## src/rtl/sqrt_iter_unit.sv

```systemverilog
// Iterative integer square root by odd-number subtraction.
// Returns floor(sqrt(valor_i)) and the remainder on a start/busy/done handshake.
module sqrt_iter_unit #(
  parameter int  DATA_WIDTH = 16,
  localparam int ROOT_WIDTH = DATA_WIDTH / 2
) (
  input  logic                  clk,
  input  logic                  rst,
  input  logic                  start_i,
  input  logic [DATA_WIDTH-1:0] valor_i,
  output logic                  busy_o,
  output logic                  done_o,
  output logic [ROOT_WIDTH-1:0] root_o,
  output logic [ROOT_WIDTH:0]   rem_o
);

  typedef enum logic [1:0] {IDLE, ITER, DONE} state_t;

  localparam logic [ROOT_WIDTH-1:0] ROOT_STEP = ROOT_WIDTH'(1);
  localparam logic [ROOT_WIDTH:0]   ODD_STEP  = (ROOT_WIDTH + 1)'(2);
  localparam logic [ROOT_WIDTH:0]   ODD_INIT  = (ROOT_WIDTH + 1)'(1);

  state_t                  state, state_nxt;
  logic [ROOT_WIDTH-1:0]   root;
  logic [DATA_WIDTH-1:0]   rem;
  logic [ROOT_WIDTH:0]     odd;
  logic [DATA_WIDTH:0]     diff;
  logic                    neg;
  logic                    accept, advance, finish;

  // One extra bit on the difference so its MSB acts as the borrow/sign flag.
  function automatic logic [DATA_WIDTH:0] widen_sub(input logic [DATA_WIDTH-1:0] a,
                                                    input logic [ROOT_WIDTH:0]   b);
    return {1'b0, a} - {{(DATA_WIDTH - ROOT_WIDTH){1'b0}}, b};
  endfunction

  assign diff = widen_sub(rem, odd);
  assign neg  = diff[DATA_WIDTH];

  always_ff @(posedge clk) begin
    if (rst) state <= IDLE;
    else     state <= state_nxt;
  end

  always_comb begin
    state_nxt = state;
    accept    = 1'b0;
    advance   = 1'b0;
    finish    = 1'b0;
    case (state)
      IDLE: begin
        if (start_i) begin
          accept    = 1'b1;
          state_nxt = ITER;
        end
      end
      ITER: begin
        if (!neg) begin
          advance = 1'b1;
        end else begin
          finish    = 1'b1;
          state_nxt = DONE;
        end
      end
      DONE: begin
        // A request arriving in the done cycle is taken immediately.
        if (start_i) begin
          accept    = 1'b1;
          state_nxt = ITER;
        end else begin
          state_nxt = IDLE;
        end
      end
      default: state_nxt = IDLE;
    endcase
  end

  assign busy_o = (state == ITER);
  assign done_o = (state == DONE);

  always_ff @(posedge clk) begin
    if (rst) begin
      root   <= '0;
      rem    <= '0;
      odd    <= '0;
      root_o <= '0;
      rem_o  <= '0;
    end else begin
      if (accept) begin
        root <= '0;
        rem  <= valor_i;
        odd  <= ODD_INIT;
      end else if (advance) begin
        root <= root + ROOT_STEP;
        rem  <= diff[DATA_WIDTH-1:0];
        odd  <= odd + ODD_STEP;
      end
      // Final remainder is at most 2*root, so the low R+1 bits hold it exactly.
      if (finish) begin
        root_o <= root;
        rem_o  <= rem[ROOT_WIDTH:0];
      end
    end
  end

endmodule

```

## config.mk

```make
export PLATFORM = sky130hd
export DESIGN_NAME = sqrt_iter_unit
export DESIGN_NICKNAME = d
export VERILOG_FILES = /design/src/rtl/sqrt_iter_unit.sv
export SDC_FILE = /design/constraint.sdc
export NUM_CORES = 1
export LEC_CHECK = 0
export CAP_MARGIN = 20
export CORE_MARGIN = 2
export CORE_UTILIZATION = 55
export CTS_CLUSTER_SIZE = 8
export DETAILED_ROUTE_END_ITERATION = 10
export HOLD_SLACK_MARGIN = 0.06
export PLACE_DENSITY_LB_ADDON = 0.1
export SETUP_SLACK_MARGIN = 0.1
export SLEW_MARGIN = 5
export SYNTH_ARGS = -nofsm -noshare
export SYNTH_HDL_FRONTEND = slang
export SYNTH_SLANG_ARGS = --single-unit
```

## constraint.sdc

```tcl
create_clock -name clk -period 2.59 [get_ports clk]
set_input_delay 0.518 -clock clk [delete_from_list [all_inputs] [get_ports clk]]
set_output_delay 0.518 -clock clk [all_outputs]
set_load 0.01 [all_outputs]
```

### Word level (Yosys, flattened, before mapping)

Index checks and enable logic that the tools add are counted.

* output and inout bits: 19
* flip-flop bits (word level): 52

* reductions and logical operators: 5
* eq/ne operators: 4
* multiplexer cells: 14
* add/sub/neg operators: 3

Operators by type and width (count)
* $mux W16: 2
* $sub A16 B9 Y17: 1
* $add A9 B2 Y9 const B: 1
* $mux W1: 9
* $add A8 B1 Y8 const B: 1
* $pmux W2 S3: 1
* $mux W2: 2
* $reduce_or A2 Y1: 2
* $eq A2 B1 Y1 const B: 1
* $eq A2 B2 Y1 const B: 1
* $logic_not A2 Y1: 1
* $ne A2 B1 Y1 const B: 1
* $ne A2 B2 Y1 const B: 1
* $reduce_and A2 Y1: 1
* $reduce_bool A2 Y1: 1

### Depth between registers and ports, before layout

Gate-level depths: netlist of run 1.

* word-level depth: 5
* depth in mapped cells: 11
* depth with buffers taken out: 9

### Least setup slack after synthesis of run 1

OpenSTA, ideal clock, no wires.

* path kind: register -> register
* from: register rem[0]
* to: register rem[9]
* cell stages (with the launch flop): 11
* data arrival time: 2.251 ns
* slack: 0.260 ns
* path through: dfxtp_1 inv_1 ha_1 fa_1 nand2b_1 a21oi_4 a32oi_2 buf_6 a2111oi_4 xnor2_1 a211oi_2

* cells in the longest elaborated chain, start to end: 4
* elaborated cells between the ends (all ways): 6
* those cells by class: 1 x add/sub; 4 x mux; 1 x reduce/logical

RTL lines
* from (decl): RTL line 25 `logic [DATA_WIDTH-1:0] rem;`
* from (signal assigned): RTL line 91 `rem <= valor_i;`
* from (signal assigned): RTL line 95 `rem <= diff[DATA_WIDTH-1:0];`
* $sub A16 B9 Y17 *: RTL line 34 `return {1'b0, a} - {{(DATA_WIDTH - ROOT_WIDTH){1'b0}}, b};`
* $mux W1: RTL line 58 `if (!neg) begin`
* $mux W1: RTL line 50 `case (state)`
* $reduce_bool A2 Y1 (no line)

Mark *: on every way between the ends. The rest lies on a longest branch, timed or not. The select of a mux whose other input is x is not followed.
A chain may end at the register's enable or synchronous reset.

### Worst setup path after layout of run 1

* from: register odd[2]
* to: register rem[12]

* cells in the longest elaborated chain, start to end: 4
* elaborated cells between the ends (all ways): 6
* those cells by class: 1 x add/sub; 4 x mux; 1 x reduce/logical

RTL lines
* from (decl): RTL line 26 `logic [ROOT_WIDTH:0] odd;`
* from (signal assigned): RTL line 96 `odd <= odd + ODD_STEP;`
* $sub A16 B9 Y17 *: RTL line 34
* $mux W1: RTL line 58
* $mux W1: RTL line 50
* $reduce_bool A2 Y1 (no line)

Marks and branches as above.

==> impl_metrics.toml, run 1 <==
[outcome]
status = "completed"

[routing]
wl_met3_um = 356
top_layer = "met4"
drc_errors = 0
m1WireLength_mm = 3.21
drt_iter0_drc = 121
vias = 2562
wl_mm = 6.98
wire_per_inst_um = 15.4
firstDrtPassIters = 4
dr_wl_met2_mm = 3.24
postRouteAntennaNets = 0
avgViaCountPerCell = 5.66

[sta]
fin_crit_sh_pct = 94.1
max_freq_mhz = 410
period_minus_slack_ns = 2.44
relSlewSlack_pct = 61.2
finClkSkew_ns = 0.0109
maxSlewViolCount = 0
worst_slew_pin_slew_ns = 0.580
tns_ns = 0
rsz0062_at_grt = "true"
hold_viol = 0
setup_viol = 0

[synth]
yosys_warnings = 0
async_flop_share_pct = 0
synth_top_cell_area_share_pct = 37.0
synth-edff-count = 0
syn_area_mm2 = 0.00281
yosys.cell_count.top_type = "nand2_1"
synthCells = 333
synth.area.top_cells = "dfxtp_1 (37%), nand2_1 (7.6%), a21oi_1 (6.0%), ha_1 (4.9%), xnor2_1 (4.4%)"
synth_top_flop_cell = "dfxtp_1"
synth-seq-cells = 52
synth_seq_area_share_pct = 37.0
yosysTopAreaCell = "dfxtp_1"
synthDistinctLibCells = 56
synth_nets = 364
synth_area_per_cell_um2 = 8.45
synth_common_cells = "nand2_1 (57), dfxtp_1 (52), a21oi_1 (34)"

[die]
io_pins = 38
num_rows = 26
die_h_um = 75.5
die_w_um = 75.5
fp.dieArea_mm2 = 0.00570
start_util_pct = 56.2
core_mm2 = 0.00501

[worst_setup_path]
crit_slowest_cell = "or4_1"
slowest_delay_ns = 0.50
critPathMaxFanout = 7
crit_chain = "inv_1, ha_1, nand2b_4, a21oi_4, buf_4, a31oi_4, nor2_1, or4_1, a311oi_1"
worstSetupStartpointType = "flip-flop"
critPathTopFamily = "simple AND/OR/NAND/NOR gates"
critical_path_class = "reg -> reg"
cp.buffers_inverters = 2
required_ns = 2.82
cp-end-kind = "flip-flop"
critPathArrivalTime_ns = 2.66

[power]
leakage_uw = 0.00121
peakVddDrop_mv = 0.694
power.density_mw_per_mm2 = 1150

[place]
port_buffers = 37
gp_congestion = 0.883
dp_hpwl_mm = 5.14

[run]
max_cap_violations = 0

[cts]
cts_buffer_depth = 2
cts_tree = "yes"
cts_buffers = 5
clk_latency_ns = 0.32
h-tree-depth = 2
clk_pin_slew_ns = 0.10
cts_sinks = 52
postCtsHoldBufs = 0
root_buffer = "clkbuf_8"

[grt]
grt_start_max_net_pins = 18
grt_pass1_vias = 2317
grt_pass1_wl_mm = 10.9
grtUsageTotal_pct = 25.0
antenna_found_initial = 0
grt_overflow_total = 0

[min_path]
hold_class = "reg -> reg"

[cells_and_area]
drive_above_1_share_pct = 14.1
area_growth_pct = 23.3
nets = 413
filler_cell_count = 433
insertedDiodeCount = 0
final_util_pct = 69.3
## power by group
part / internal [uW] / switching [uW]
Clock: 193 / 286
Combinational: 1060 / 1380
Sequential: 941 / 146
## area by class of cell
| class | instances | area (um^2) | area share (%) |
|---|---|---|---|
| Multi-Input combinational cell | 252 | 1660 | 47.9 |
| Sequential cell | 52 | 1040 | 30.0 |
| Timing Repair Buffer | 60 | 551 | 15.9 |
| Tap cell | 70 | 87.6 | 2.52 |
| Clock buffer | 6 | 72.6 | 2.09 |
| Inverter | 11 | 41.3 | 1.19 |
| Clock inverter | 2 | 16.3 | 0.469 |
## per-stage QoR
stage | total power (uW) | hold WS [ns] | cells | setup slack, ns | instance area, um^2
4_1_cts | 3810 | 0.458 | 451 | 0.112 | 3410
2_1_floorplan | 2800 | 0.436 | 333 | 0.260 | 2810
3_5_place_dp | 3320 | 0.444 | 443 | 0.129 | 3320
6_report | 4000 | 0.454 | 453 | 0.154 | 3470
5_1_grt | 4260 | 0.471 | 453 | 0.0125 | 3470
3_3_place_gp | 3280 | 0.442 | 443 | 0.184 | 3320
## layer usage
metal	vias up	global-route usage, %
met5	-	0
met3	13	3.17
met1	1216	34.1
li1	1265	-
met2	68	40.1
met4	0	10.5
## repair_timing
item / CTS / global route
endpoints found under the setup margin: 0 / 35
setup buffers: 0 / 2
resized for setup: 0 / 13
## final timing paths
| path | startpoint | endpoint | slack [ns] | depth (start not counted) |
|---|---|---|---|---|
| max | odd[2] | rem[12] | 0.15 | 9 |
| max reg2reg | odd[2] | rem[12] | 0.15 | 9 |
| min reg2reg | rem_o[7] | rem_o[7] | 0.45 | 2 |
| min | rem_o[7] | rem_o[7] | 0.45 | 2 |
## cell usage in the layout (no fill, tap or decap), types with 2 or more instances in the layout
master           count
buf_4               21
clkbuf_8             5
o21ai_2              3
and2_1               4
buf_6                2
or3_1                5
dfxtp_1             52
a311oi_2             2
a21oi_1             34
ha_1                10
nand3_1              7
nor3_1               3
xnor2_1             14
nand2b_1             6
a21boi_0             3
a32o_1               4
nor2_2               2
nor3b_1              2
a211oi_1             5
o21ai_1              5
nor2_1              30
o21a_1               2
xor2_1               3
o21ai_0              3
nand2_2              2
a21o_1               3
nand2_1             57
nor2b_1              2
nand4_1              6
a2111oi_2            2
a311oi_1             4
and2b_1              2
clkdlybuf4s50_1     37
mux2i_1              2
inv_1               11
## sequential cells by signal, indices dropped and copies added, names as in the netlist
| name | count |
|---|---|
| rem | 16 |
| odd | 9 |
| rem_o | 9 |
| root | 8 |
| root_o | 8 |
| state | 2 |
## worst register-to-register path, stage by stage (launching register included)
cell      delay [ns]
dfxtp_1         0.36
inv_1           0.08
ha_1            0.36
nand2b_4        0.13
a21oi_4         0.06
buf_4           0.15
a31oi_4         0.30
nor2_1          0.14
or4_1           0.50
a311oi_1        0.26
## cells by family after synthesis
kind of cell | after synthesis | synth area share, %
buffers and inverters | 29 | 5.47
AND/OR/NAND/NOR | 137 | 23.3
flip-flops | 52 | 37.0
adder cells (fa/ha/maj) | 12 | 5.60
multiplexers | 2 | 0.711
AO/OA/AOI/OAI | 84 | 22.6
XOR/XNOR | 17 | 5.29
No activity file was read; power rests on OpenSTA's default activity.
==> inputs of run 2 (changes only) <==
--- a/config.mk
+++ b/config.mk
@@ -7,10 +7,9 @@
 export LEC_CHECK = 0
 export CAP_MARGIN = 20
 export CORE_MARGIN = 2
-export CORE_UTILIZATION = 55
+export CORE_UTILIZATION = 51
 export CTS_CLUSTER_SIZE = 8
 export DETAILED_ROUTE_END_ITERATION = 10
-export HOLD_SLACK_MARGIN = 0.06
 export PLACE_DENSITY_LB_ADDON = 0.1
 export SETUP_SLACK_MARGIN = 0.1
 export SLEW_MARGIN = 5
==> impl_metrics.toml, run 2 (same netlist as run 1, synthesis figures left out) <==
[outcome]
status = "completed"

[cells_and_area]
area_growth_pct = 23.3
final_cell_mix = "nand2_1 (57), dfxtp_1 (51), clkdlybuf4s50_1 (37), a21oi_1 (34), nor2_1 (31)"
drive_above_1_share_pct = 13.3
top_register = "rem"
largest_register_ffs = 16
insertedDiodeCount = 0
nets = 406
final_common_cell = "nand2_1"
reg_top3 = "rem: 16 flops, odd: 9 flops, rem_o: 9 flops"

[cts]
h-tree-depth = 2
cts_buffer_depth = 2
cts_buffers = 5
clk_latency_ns = 0.32
cts_tree = "yes"
postCtsHoldBufs = 0
clk_pin_slew_ns = 0.10
cts_sinks = 52
root_buffer = "clkbuf_8"

[worst_setup_path]
cp-end-kind = "flip-flop"
worstSetupStartpointType = "flip-flop"
cp.buffers_inverters = 2
crit_chain = "inv_1, ha_1, o21ai_2, a21oi_4, buf_4, a31oi_4, nor2_1, or4_1, a311oi_1"
critPathArrivalTime_ns = 2.59
slowest_delay_ns = 0.46
required_ns = 2.83
rr_startpoint = "odd[3]"
critPathTopFamily = "compound AO/OA/AOI/OAI gates"
critical_path_class = "reg -> reg"
crit_slowest_cell = "or4_1"
crit_start = "odd[3]"
critPathMaxFanout = 7

[routing]
wire_per_inst_um = 15.0
wl_mm = 6.71
firstDrtPassIters = 5
drc_errors = 0
avgViaCountPerCell = 5.48
drt_iter0_drc = 166
vias = 2457
postRouteAntennaNets = 0

[power]
p_int_uw = 2270
power.density_mw_per_mm2 = 1170
peakVddDrop_mv = 0.551
total_power_uw = 4070
clkPwrFrac_pct = 14.4
p_seq_share_pct = 27.0
switching_power_uw = 1800
swShare_pct = 44.2
leakage_uw = 0.00119
combPwrFrac_pct = 58.6

[die]
io_pins = 38
core_mm2 = 0.00541
num_rows = 27
die_h_um = 78.3
fp.dieArea_mm2 = 0.00613
die_w_um = 78.3
start_util_pct = 52.1

[sta]
max_freq_mhz = 426
hold_viol = 0
tns_ns = 0
relSlewSlack_pct = 53.6
finClkSkew_ns = 0.00833
period_minus_slack_ns = 2.35
rsz0062_at_grt = "false"
fin_crit_sh_pct = 90.7
worst_slew_pin_slew_ns = 0.697
maxSlewViolCount = 0
setup_viol = 0

[min_path]
hold_start = "root_o[2]"
hold_class = "reg -> reg"

[place]
dp_hpwl_mm = 4.91
port_buffers = 37
gp_congestion = 0.864

[grt]
grt_pass1_wl_mm = 11.1
grt_start_max_net_pins = 25
grtUsageTotal_pct = 22.9
grt_overflow_total = 0
grt_pass1_vias = 2374
antenna_found_initial = 0

[run]
max_cap_violations = 0
-- run 2: power groups by stage --
stage	sequential, uW	combinational, uW	clock [uW]
finish	1100	2390	586
floorplan	1070	1720	0
CTS	1100	2290	594
global placement	1110	2170	0
detailed placement	1110	2190	0
global route	1120	2590	628
-- run 2: path summary, 6_finish.rpt --
kind | end | slack (ns) | cells after the start
max | rem[12] | 0.24 | 9
min | root_o[2] | 0.45 | 2
max reg2reg | rem[12] | 0.24 | 9
min reg2reg | root_o[2] | 0.45 | 2
-- run 2: timing repair --
action,CTS,global route
endpoints found under the setup margin,8,27
buffers inserted,0,0
resized for setup,5,8
-- run 2: layer usage --
metal | global-route usage [%] | routed length, um | vias up | share of wire [%]
met5 | 0 | 0 | - | 0
met4 | 7.02 | 109 | 0 | 1.6
met3 | 4.14 | 304 | 11 | 4.5
met2 | 35.9 | 2940 | 57 | 44
met1 | 32.2 | 3360 | 1137 | 50
li1 | - | - | 1252 | -
-- run 2: worst min-delay path: cells and delay by family, from the launching register on --
family	cells	cell delay, ns
AOI/OAI and AO/OA	1	0.05
DFF	1	0.32
and+or+nand+nor	1	0.05
-- run 2: cell type report --
cell class                 instances  area (um^2)
clock buffer                       5         68.8
timing repair buffer              53          507
sequential                        52         1040
clock inverter                     3         46.3
tap                               72         90.1
multi-input combinational        252         1670
fill                             471         1940
inverter                          11         41.3
-- run 2: through the flow --
step | cells | area [um^2] | setup WS (ns) | hold slack [ns] | utilization [%]
CTS | 448 | 3430 | 0.149 | 0.456 | 63.5
global placement | 440 | 3290 | 0.0779 | 0.442 | 60.9
global route | 448 | 3470 | 0.106 | 0.473 | 64.2
finish | 448 | 3470 | 0.240 | 0.452 | 64.2
floorplan | 333 | 2810 | 0.260 | 0.436 | -
detailed placement | 440 | 3290 | 0.0859 | 0.442 | 60.9
==> inputs of run 3 (changes only) <==
--- a/config.mk
+++ b/config.mk
@@ -6,7 +6,7 @@
 export NUM_CORES = 1
 export LEC_CHECK = 0
 export CAP_MARGIN = 20
-export CORE_MARGIN = 2
+export CORE_MARGIN = 5
 export CORE_UTILIZATION = 51
 export CTS_CLUSTER_SIZE = 8
 export DETAILED_ROUTE_END_ITERATION = 10
==> impl_metrics.toml, run 3 (same netlist as run 1, synthesis figures left out) <==
[outcome]
status = "completed"

[cts]
cts_sinks = 52
cts_buffer_depth = 2
cts_tree = "yes"
clk_pin_slew_ns = 0.10
h-tree-depth = 2
clk_latency_ns = 0.31
root_buffer = "clkbuf_8"
postCtsHoldBufs = 0
cts_buffers = 5

[cells_and_area]
final_util_pct = 63.4
area_growth_pct = 22.5
final_common_cell = "nand2_1"
insertedDiodeCount = 0
reg_top3 = "rem: 16 flops, odd: 9 flops, rem_o: 9 flops"
largest_register_ffs = 16
fin_cells = 452
top_register = "rem"
final_cell_mix = "nand2_1 (57), dfxtp_1 (51), clkdlybuf4s50_1 (37), a21oi_1 (34), nor2_1 (31)"
nets = 410
drive_above_1_share_pct = 12.9

[die]
die_w_um = 84.3
io_pins = 38
num_rows = 27
die_h_um = 84.3
core_mm2 = 0.00544
fp.dieArea_mm2 = 0.00710
start_util_pct = 51.7

[sta]
tns_ns = 0
maxSlewViolCount = 0
relSlewSlack_pct = 55.4
setup_ws_ns = 0.206
hold_viol = 0
rsz0062_at_grt = "true"
finClkSkew_ns = 0.00788
fin_crit_sh_pct = 92.0
period_minus_slack_ns = 2.38
setup_viol = 0
worst_slew_pin_slew_ns = 0.669
max_freq_mhz = 419

[place]
dp_hpwl_mm = 4.92
port_buffers = 37
place_ws_ns = 0.0502
place_inst = 440
gp_congestion = 0.883

[routing]
avgViaCountPerCell = 5.41
vias = 2445
firstDrtPassIters = 4
wl_mm = 6.69
wire_per_inst_um = 14.8
drt_iter0_drc = 133
drc_errors = 0
postRouteAntennaNets = 0

[worst_setup_path]
crit_chain = "inv_1, ha_1, fa_2, nand2b_4, a21oi_4, a32oi_2, buf_6, a2111oi_2, xnor2_1, nor2_1"
worstSetupStartpointType = "flip-flop"
reg2reg_depth = 10
cp-end-kind = "flip-flop"
critPathArrivalTime_ns = 2.56
cp.buffers_inverters = 2
required_ns = 2.77
slowest_delay_ns = 0.39
rr_endpoint = "odd[4]"
critical_path_class = "reg -> reg"
critPathTopFamily = "compound AO/OA/AOI/OAI gates"
crit_slowest_cell = "a2111oi_2"
critPathMaxFanout = 8
rr_startpoint = "rem[0]"
worst-r2r-setup-slack_ns = 0.21

[grt]
grt_pass1_vias = 2382
grt_overflow_total = 0
grt_start_max_net_pins = 18
antenna_found_initial = 0
grtUsageTotal_pct = 19.4
grt_pass1_wl_mm = 11.4

[min_path]
hold_depth = 2
hold_class = "reg -> reg"
hold_start = "rem_o[7]"
min_to = "rem_o[7]"

[power]
power.density_mw_per_mm2 = 1150
leakage_uw = 0.00121
peakVddDrop_mv = 0.594

[run]
max_cap_violations = 0
==> run 3: what timing repair did <==
action	in CTS	in global routing
setup endpoints to repair	8	35
gates resized for setup	3	6
pin swaps	1	4
setup buffers	0	4
==> run 3: worst max path at each step <==
stage                      start  endpoint  slack, ns  cells past startpoint
after global routing      rem[0]    rem[6]       0.05                     10
after detailed placement  rem[0]    odd[6]       0.05                      9
after floorplan           rem[0]    rem[9]       0.26                     10
after CTS                 rem[0]    odd[6]       0.11                      9
final                     rem[0]    odd[4]       0.21                     10
after global placement    rem[0]    rem[9]       0.13                     10
==> run 3: metal layers <==
metal	vias up	wire length (um)	track usage (%)
met5	-	0	0
met3	6	194	3.53
met4	0	61	4.68
li1	1262	-	-
met1	1142	3360	27.5
met2	35	3070	30.4
==> run 3: worst register-to-register path: stages (launching register included) <==
cell,delay [ns]
dfxtp_2,0.33
inv_1,0.05
ha_1,0.22
fa_2,0.35
nand2b_4,0.17
a21oi_4,0.20
a32oi_2,0.16
buf_6,0.17
a2111oi_2,0.39
xnor2_1,0.16
nor2_1,0.05
==> run 3: area by class of cell <==
type,instances,area (um^2)
Fill cell,473,1990
Inverter,11,41.3
Timing Repair Buffer,57,528
Clock buffer,6,72.6
Sequential cell,52,1040
Clock inverter,2,35.0
Multi-Input combinational cell,252,1640
Tap cell,72,90.1
==> run 3: report_power, final <==
part | switching (uW) | internal [uW] | total, uW
logic | 1310 | 1020 | 2330
clock network | 272 | 287 | 560
registers | 143 | 942 | 1090
total | 1720 | 2250 | 3980
==> run 3: per-stage QoR <==
| stage | hold slack (ns) | power (uW) | cell area [um^2] |
|---|---|---|---|
| 6_report | 0.458 | 3980 | 3450 |
| 5_1_grt | 0.486 | 4270 | 3450 |
| 4_1_cts | 0.459 | 3840 | 3400 |
| 3_5_place_dp | 0.446 | 3250 | 3280 |
| 3_3_place_gp | 0.442 | 3210 | 3280 |
| 2_1_floorplan | 0.436 | 2800 | 2810 |
